File: src/rtl/tone_sequencer.sv
`default_nettype none
// ============================================================================
// Module      : tone_sequencer
// Description : Plays a programmed schedule of divided-clock tones on one pin.
//               Each schedule slot holds {tap select, duration}. The duration
//               is counted in ticks, where a tick is a rising edge of taps[7].
//               Playback steps through the slots and can optionally loop.
//               Optional build macro TONE_SEQ_GAP_EN inserts one silent tick
//               period after every played slot.
// Revision    : 1.0 - initial release
// ============================================================================
module tone_sequencer #(
  parameter int NUM_SLOTS = 4,
  parameter int DUR_W     = 8
) (
  input  logic                         clk,
  input  logic                         reset,
  input  logic [7:0]                   taps,
  input  logic                         wr_valid,
  output logic                         wr_ready,
  input  logic [$clog2(NUM_SLOTS)-1:0] wr_addr,
  input  logic [3+DUR_W-1:0]           wr_data,
  input  logic                         start,
  input  logic                         stop,
  input  logic                         loop,
  output logic                         sig_out,
  output logic                         busy,
  output logic [$clog2(NUM_SLOTS)-1:0] slot,
  output logic                         done
);

  localparam int AW = $clog2(NUM_SLOTS);
  localparam int WW = 3 + DUR_W;

  localparam logic [AW-1:0]    LAST_SLOT = AW'(NUM_SLOTS - 1);
  localparam logic [AW-1:0]    SLOT_ONE  = AW'(1);
  localparam logic [DUR_W-1:0] CNT_ONE   = DUR_W'(1);

  typedef enum logic [2:0] {
    IDLE  = 3'd0,
    FETCH = 3'd1,
    PLAY  = 3'd2,
`ifdef TONE_SEQ_GAP_EN
    GAP   = 3'd4,
`endif
    ADV   = 3'd3
  } state_t;

  state_t           state;
  logic [WW-1:0]    ram [NUM_SLOTS];
  logic             tap7_q;
  logic [DUR_W-1:0] cnt;
  logic [2:0]       cur_tap;

  logic             tick;
  logic [WW-1:0]    rd_entry;
  logic [2:0]       rd_tap;
  logic [DUR_W-1:0] rd_dur;

  assign wr_ready = (state == IDLE);
  assign busy     = (state != IDLE);
  assign tick     = taps[7] & ~tap7_q;
  assign rd_entry = ram[slot];
  assign rd_tap   = rd_entry[WW-1:DUR_W];
  assign rd_dur   = rd_entry[DUR_W-1:0];

  // Registered copy of the slowest tap, used to detect its rising edge.
  always_ff @(posedge clk or posedge reset) begin
    if (reset) begin
      tap7_q <= 1'b0;
    end else begin
      tap7_q <= taps[7];
    end
  end

  // Schedule storage; writes are only acknowledged while idle.
  always_ff @(posedge clk or posedge reset) begin
    if (reset) begin
      for (int i = 0; i < NUM_SLOTS; i++) begin
        ram[i] <= '0;
      end
    end else if (wr_valid && wr_ready) begin
      ram[wr_addr] <= wr_data;
    end
  end

  // Playback state machine with registered tone output and done pulse.
  always_ff @(posedge clk or posedge reset) begin
    if (reset) begin
      state   <= IDLE;
      slot    <= '0;
      cnt     <= '0;
      cur_tap <= '0;
      sig_out <= 1'b0;
      done    <= 1'b0;
    end else begin
      done    <= 1'b0;
      sig_out <= 1'b0;
      if ((state != IDLE) && stop) begin
        // Abort: slot keeps its last value so software can see where it stopped.
        state <= IDLE;
      end else begin
        case (state)
          IDLE: begin
            if (start && !stop) begin
              slot  <= '0;
              state <= FETCH;
            end
          end
          FETCH: begin
            cur_tap <= rd_tap;
            cnt     <= rd_dur;
            state   <= (rd_dur == '0) ? ADV : PLAY;
          end
          PLAY: begin
            sig_out <= taps[cur_tap];
            if (tick) begin
              cnt <= cnt - CNT_ONE;
              if (cnt == CNT_ONE) begin
                // Last tick of the slot: go silent immediately.
                sig_out <= 1'b0;
`ifdef TONE_SEQ_GAP_EN
                state   <= GAP;
`else
                state   <= ADV;
`endif
              end
            end
          end
`ifdef TONE_SEQ_GAP_EN
          GAP: begin
            if (tick) begin
              state <= ADV;
            end
          end
`endif
          ADV: begin
            if (slot != LAST_SLOT) begin
              slot  <= slot + SLOT_ONE;
              state <= FETCH;
            end else if (loop) begin
              slot  <= '0;
              state <= FETCH;
            end else begin
              state <= IDLE;
              done  <= 1'b1;
            end
          end
          default: begin
            state <= IDLE;
          end
        endcase
      end
    end
  end

endmodule
`default_nettype wire
File: config.mk
export PLATFORM = sky130hd
export DESIGN_NAME = tone_sequencer
export DESIGN_NICKNAME = d
export VERILOG_FILES = /design/src/rtl/tone_sequencer.sv
export SDC_FILE = /design/constraint.sdc
export NUM_CORES = 1
export LEC_CHECK = 0
export BUFFER_PORTS_ARGS = -buffer_cell sky130_fd_sc_hd__buf_2
export CAP_MARGIN = 20
export CELL_PAD_IN_SITES_DETAIL_PLACEMENT = 0
export CELL_PAD_IN_SITES_GLOBAL_PLACEMENT = 1
export CORE_UTILIZATION = 53
export CTS_BUF_LIST = sky130_fd_sc_hd__clkbuf_4
export CTS_CLUSTER_SIZE = 14
export DETAILED_ROUTE_END_ITERATION = 7
export PLACE_DENSITY_LB_ADDON = 0.1
export SETUP_SLACK_MARGIN = 0.1
export SYNTH_ARGS = -nofsm -noshare
export SYNTH_HDL_FRONTEND = slang
export SYNTH_SLANG_ARGS = --single-unit
File: constraint.sdc
create_clock -name clk -period 5.7 [get_ports clk]
set_input_delay 1.14 -clock clk [delete_from_list [all_inputs] [get_ports clk]]
set_output_delay 1.14 -clock clk [all_outputs]
set_load 0.005 [all_outputs]
==> results.py <==
metrics = {
    "clock_network": {
        "cts_max_path_buffers": 2,
        "clk_root_buffer_cell": "sky130_fd_sc_hd__clkbuf_4",
        "ctsResizeCount": 0,
        "clock_sink_count": 62,
        "tritoncts": "done",
        "clock_tree.htree_level_count": 3,
        "numCtsBuffers": 9,
        "postCtsHoldBufs": 0,
        "cts.reportedPaths.clkPinSlew_ns": 0.10,
        "clock_latency_ns": 0.40,
        "postCtsSetupRepairBufs": 0,
    },
    "synthesis": {
        "synth_xor_xnor_area_share_pct": 0,
        "yosys_register_bits": 62,
        "synth-adder-area-share_pct": 3.23,
        "synth_area_mm2": 0.00310,
        "synth-main-ff-cell": "sky130_fd_sc_hd__dfrtp_1",
        "synth_edf_count": 0,
        "synth_seq_area_share_pct": 50.1,
        "largest_family_of_logic_cells_by_synthesized_area": "multiplexers",
        "synthCells": 238,
        "yosys_warnings": 0,
        "postSynth.asyncResetShare_pct": 100,
        "syn_nets": 273,
        "synthesis.area_per_instance_um2": 13.0,
        "portion_of_netlist_area_occupied_by_mux_cells_pct": 28.3,
        "synth-simple-area-share_pct": 8.69,
        "ys_types": 38,
        "compound_gate_portion_of_the_synthesized_area_pct": 6.55,
    },
    "routing": {
        "drc": 0,
        "drt_iter0_markers": 67,
        "totalWireLength_um": 5830,
        "dr_total_vias": 1957,
        "number_of_nets_with_antenna_violations_after_detailed_routing": 0,
        "post_drt_wl_per_cell_um": 16.7,
        "dr.pass1.iters": 4,
        "post_drt_via_cell_ratio": 5.59,
    },
    "worst_hold_path": {
        "worst_hold_path.endpoint": "ram[20]",
        "hold-path-cell-count": 1,
        "worstHoldPathType": "reg2reg",
        "hold_path_startpoint": "ram[20]",
    },
    "critical_path": {
        "timing.rr.start": "slot[1]",
        "cells_along_the_critical_path": "inv_1 > ha_1 > inv_1 > buf_2",
        "worstSetupEndpointType": "output pin",
        "worstPathArrival_ns": 1.54,
        "cp_num_buf_inv": 3,
        "crit_path_frequent_cell": "sky130_fd_sc_hd__inv_1",
        "critPathLaunchType": "flip-flop",
        "critPathMaxFanout": 7,
        "timing.critical_path.max_delay_family": "flip-flops",
        "worstRegToRegCells": 4,
        "category_of_the_critical_setup_timing_path": "reg2out",
        "regToRegSetupSlack_ns": 3.50,
        "critical_path.slowest_cell": "sky130_fd_sc_hd__dfrtp_1",
        "cp_data_required_time_ns": 4.56,
        "biggest_cell_delay_along_the_critical_path_ns": 0.43,
        "rr_endpoint": "state[0]",
    },
    "global_routing": {
        "grt_pass1_wl_um": 10100,
        "antenna_found_initial": 0,
        "grt_remaining_overflow": 0,
        "grt_pass1_vias": 2033,
        "track_usage_pct": 22.4,
        "maximum_number_of_pins_on_one_net_before_global_route_repair": 63,
    },
    "placement": {
        "io_buffers": 32,
        "place_congestion": 0.800,
        "placed_cells": 334,
        "place.detailed.hpwl_um": 4070,
        "post_dp_cell_area_mm2": 0.00330,
    },
    "timing": {
        "fmaxAchievable_mhz": 373,
        "timing.final.hold_violations": 0,
        "share_of_the_cycle_needed_by_the_critical_path_after_routing_pct": 47.1,
        "worst_max_slew_pin_slew_ns": 0.771,
        "unrepaired_setup_endpoints_after_global_routing": "false",
        "final-max-slew-violation-count": 0,
        "worst_slew_margin_rel_pct": 48.6,
        "final.min_clock_period_ns": 2.68,
        "worst_clock_skew_ns": 0.0118,
        "setup_total_negative_slack_ns": 0,
        "final_report_setup_violation_count": 0,
    },
    "pwr": {
        "irDropWorstVdd_mv": 0.287,
        "cellPowerDensity_mw_per_mm2": 501,
        "p_leak_nw": 1.51,
    },
    "finish": {
        "final_cell_area_mm2": 0.00341,
        "layoutNonFillerInstCount": 350,
        "syn_to_final_growth_pct": 10.0,
        "antenna_cells": 0,
        "multi_input_comb_area_mm2": 0.00145,
        "fillCellCount": 486,
        "final_layout_size_suffix_gt1_share_pct": 37.4,
        "seq_area_mm2": 0.00155,
        "nNetsFinal": 308,
    },
    "floorplan": {
        "row_count": 27,
        "fp.dieArea_mm2": 0.00615,
        "initial_utilization_pct": 55.6,
        "io-pin-count": 33,
        "die_w_um": 78.4,
        "die_y_um": 78.4,
        "placeableCoreArea_mm2": 0.00557,
    },
    "run_status": {
        "status": "complete, no violations",
    },
    "flow_run": {
        "maxCapViolCount": 0,
    },
}
-- power by group --
group	switching, mW	internal, mW
sequential	0.144	0.648
clock	0.155	0.0959
combinational	0.299	0.364
-- placed cells by master (no fill, tap or decap), drive strengths merged, types with 2 or more instances in the layout --
master / Yosys / final
o21ai: 10 / 10
nand2b: 2 / 2
nor2: 13 / 13
nand4: 2 / 2
nor3: 3 / 3
mux2i: 5 / 5
nor2b: 2 / 2
mux4: 12 / 12
nand2: 16 / 16
inv: 9 / 9
nor4: 2 / 2
dfrtp: 62 / 62
nand3: 6 / 6
clkbuf: 6 / 11
clkinv: 0 / 4
nand3b: 2 / 2
mux2: 47 / 47
a21oi: 10 / 10
buf: 4 / 34
o22ai: 4 / 4
ha: 8 / 8
-- layout make-up --
cell class	count	area share [%]
flip-flops and latches	62	45.5
multi-input cells	157	42.5
repair buffers	34	5.14
well taps	72	2.64
clock buffers	11	2.42
inverters	9	0.992
clock inverters	5	0.771
-- stage by stage --
stage	utilization, %	hold slack, ns	total power [mW]	setup slack [ns]
global placement	59.2	0.480	1.45	3.34
global route	61.1	0.524	1.85	2.91
floorplan	-	0.470	1.30	3.02
detailed placement	59.2	0.489	1.47	3.28
CTS	61.1	0.513	1.73	3.00
finish	61.1	0.506	1.71	3.02
-- cells in the mapped netlist (all sizes together), types with 2 or more instances --
| master | n | share of area (%) |
|---|---|---|
| nand2b | 2 | 0.40 |
| clkbuf | 6 | 0.73 |
| nand3b | 2 | 0.48 |
| o22ai | 4 | 0.81 |
| buf | 4 | 1.3 |
| nand3 | 6 | 0.97 |
| mux2 | 47 | 17 |
| inv | 9 | 1.1 |
| a21oi | 10 | 1.6 |
| nor2b | 2 | 0.40 |
| nor4 | 2 | 0.61 |
| nand4 | 2 | 0.40 |
| nor2 | 13 | 1.6 |
| nand2 | 16 | 1.9 |
| nor3 | 3 | 0.48 |
| ha | 8 | 3.2 |
| o21ai | 10 | 1.6 |
| dfrtp | 62 | 50 |
| mux4 | 12 | 9.6 |
| mux2i | 5 | 1.6 |
-- flip-flops by register name, indices dropped and copies added, names as in the netlist --
register / cells
tap7_q: 1
done: 1
sig_out: 1
cnt: 8
ram: 44
state: 2
cur_tap: 3
slot: 2
-- logic make-up after synthesis --
group	Yosys count
simple gates	53
flops	62
buf+inv	19
compound gates	32
mux	64
fa+ha+maj	8
-- worst max path at each step --
stage | start | endpoint | slack, ns | depth (start not counted)
2_1_floorplan | reset | cnt[0] | 3.02 | 1
3_3_place_gp | wr_addr[1] | ram[1] | 3.34 | 3
3_5_place_dp | wr_addr[1] | ram[3] | 3.28 | 3
4_1_cts | state[0] | busy | 3.00 | 4
5_1_grt | state[0] | busy | 2.91 | 4
6_report | state[1] | busy | 3.02 | 4
-- metal layers --
| metal | share of wire [%] | vias to the layer above | global-route usage [%] |
|---|---|---|---|
| met3 | 3.6 | 4 | 6.28 |
| met5 | 0 | - | 0 |
| met1 | 46 | 967 | 29.2 |
| met4 | 0.82 | 0 | 8.33 |
| met2 | 49 | 34 | 35.6 |
| li1 | - | 952 | - |
Power figures use the tool's default switching activity.
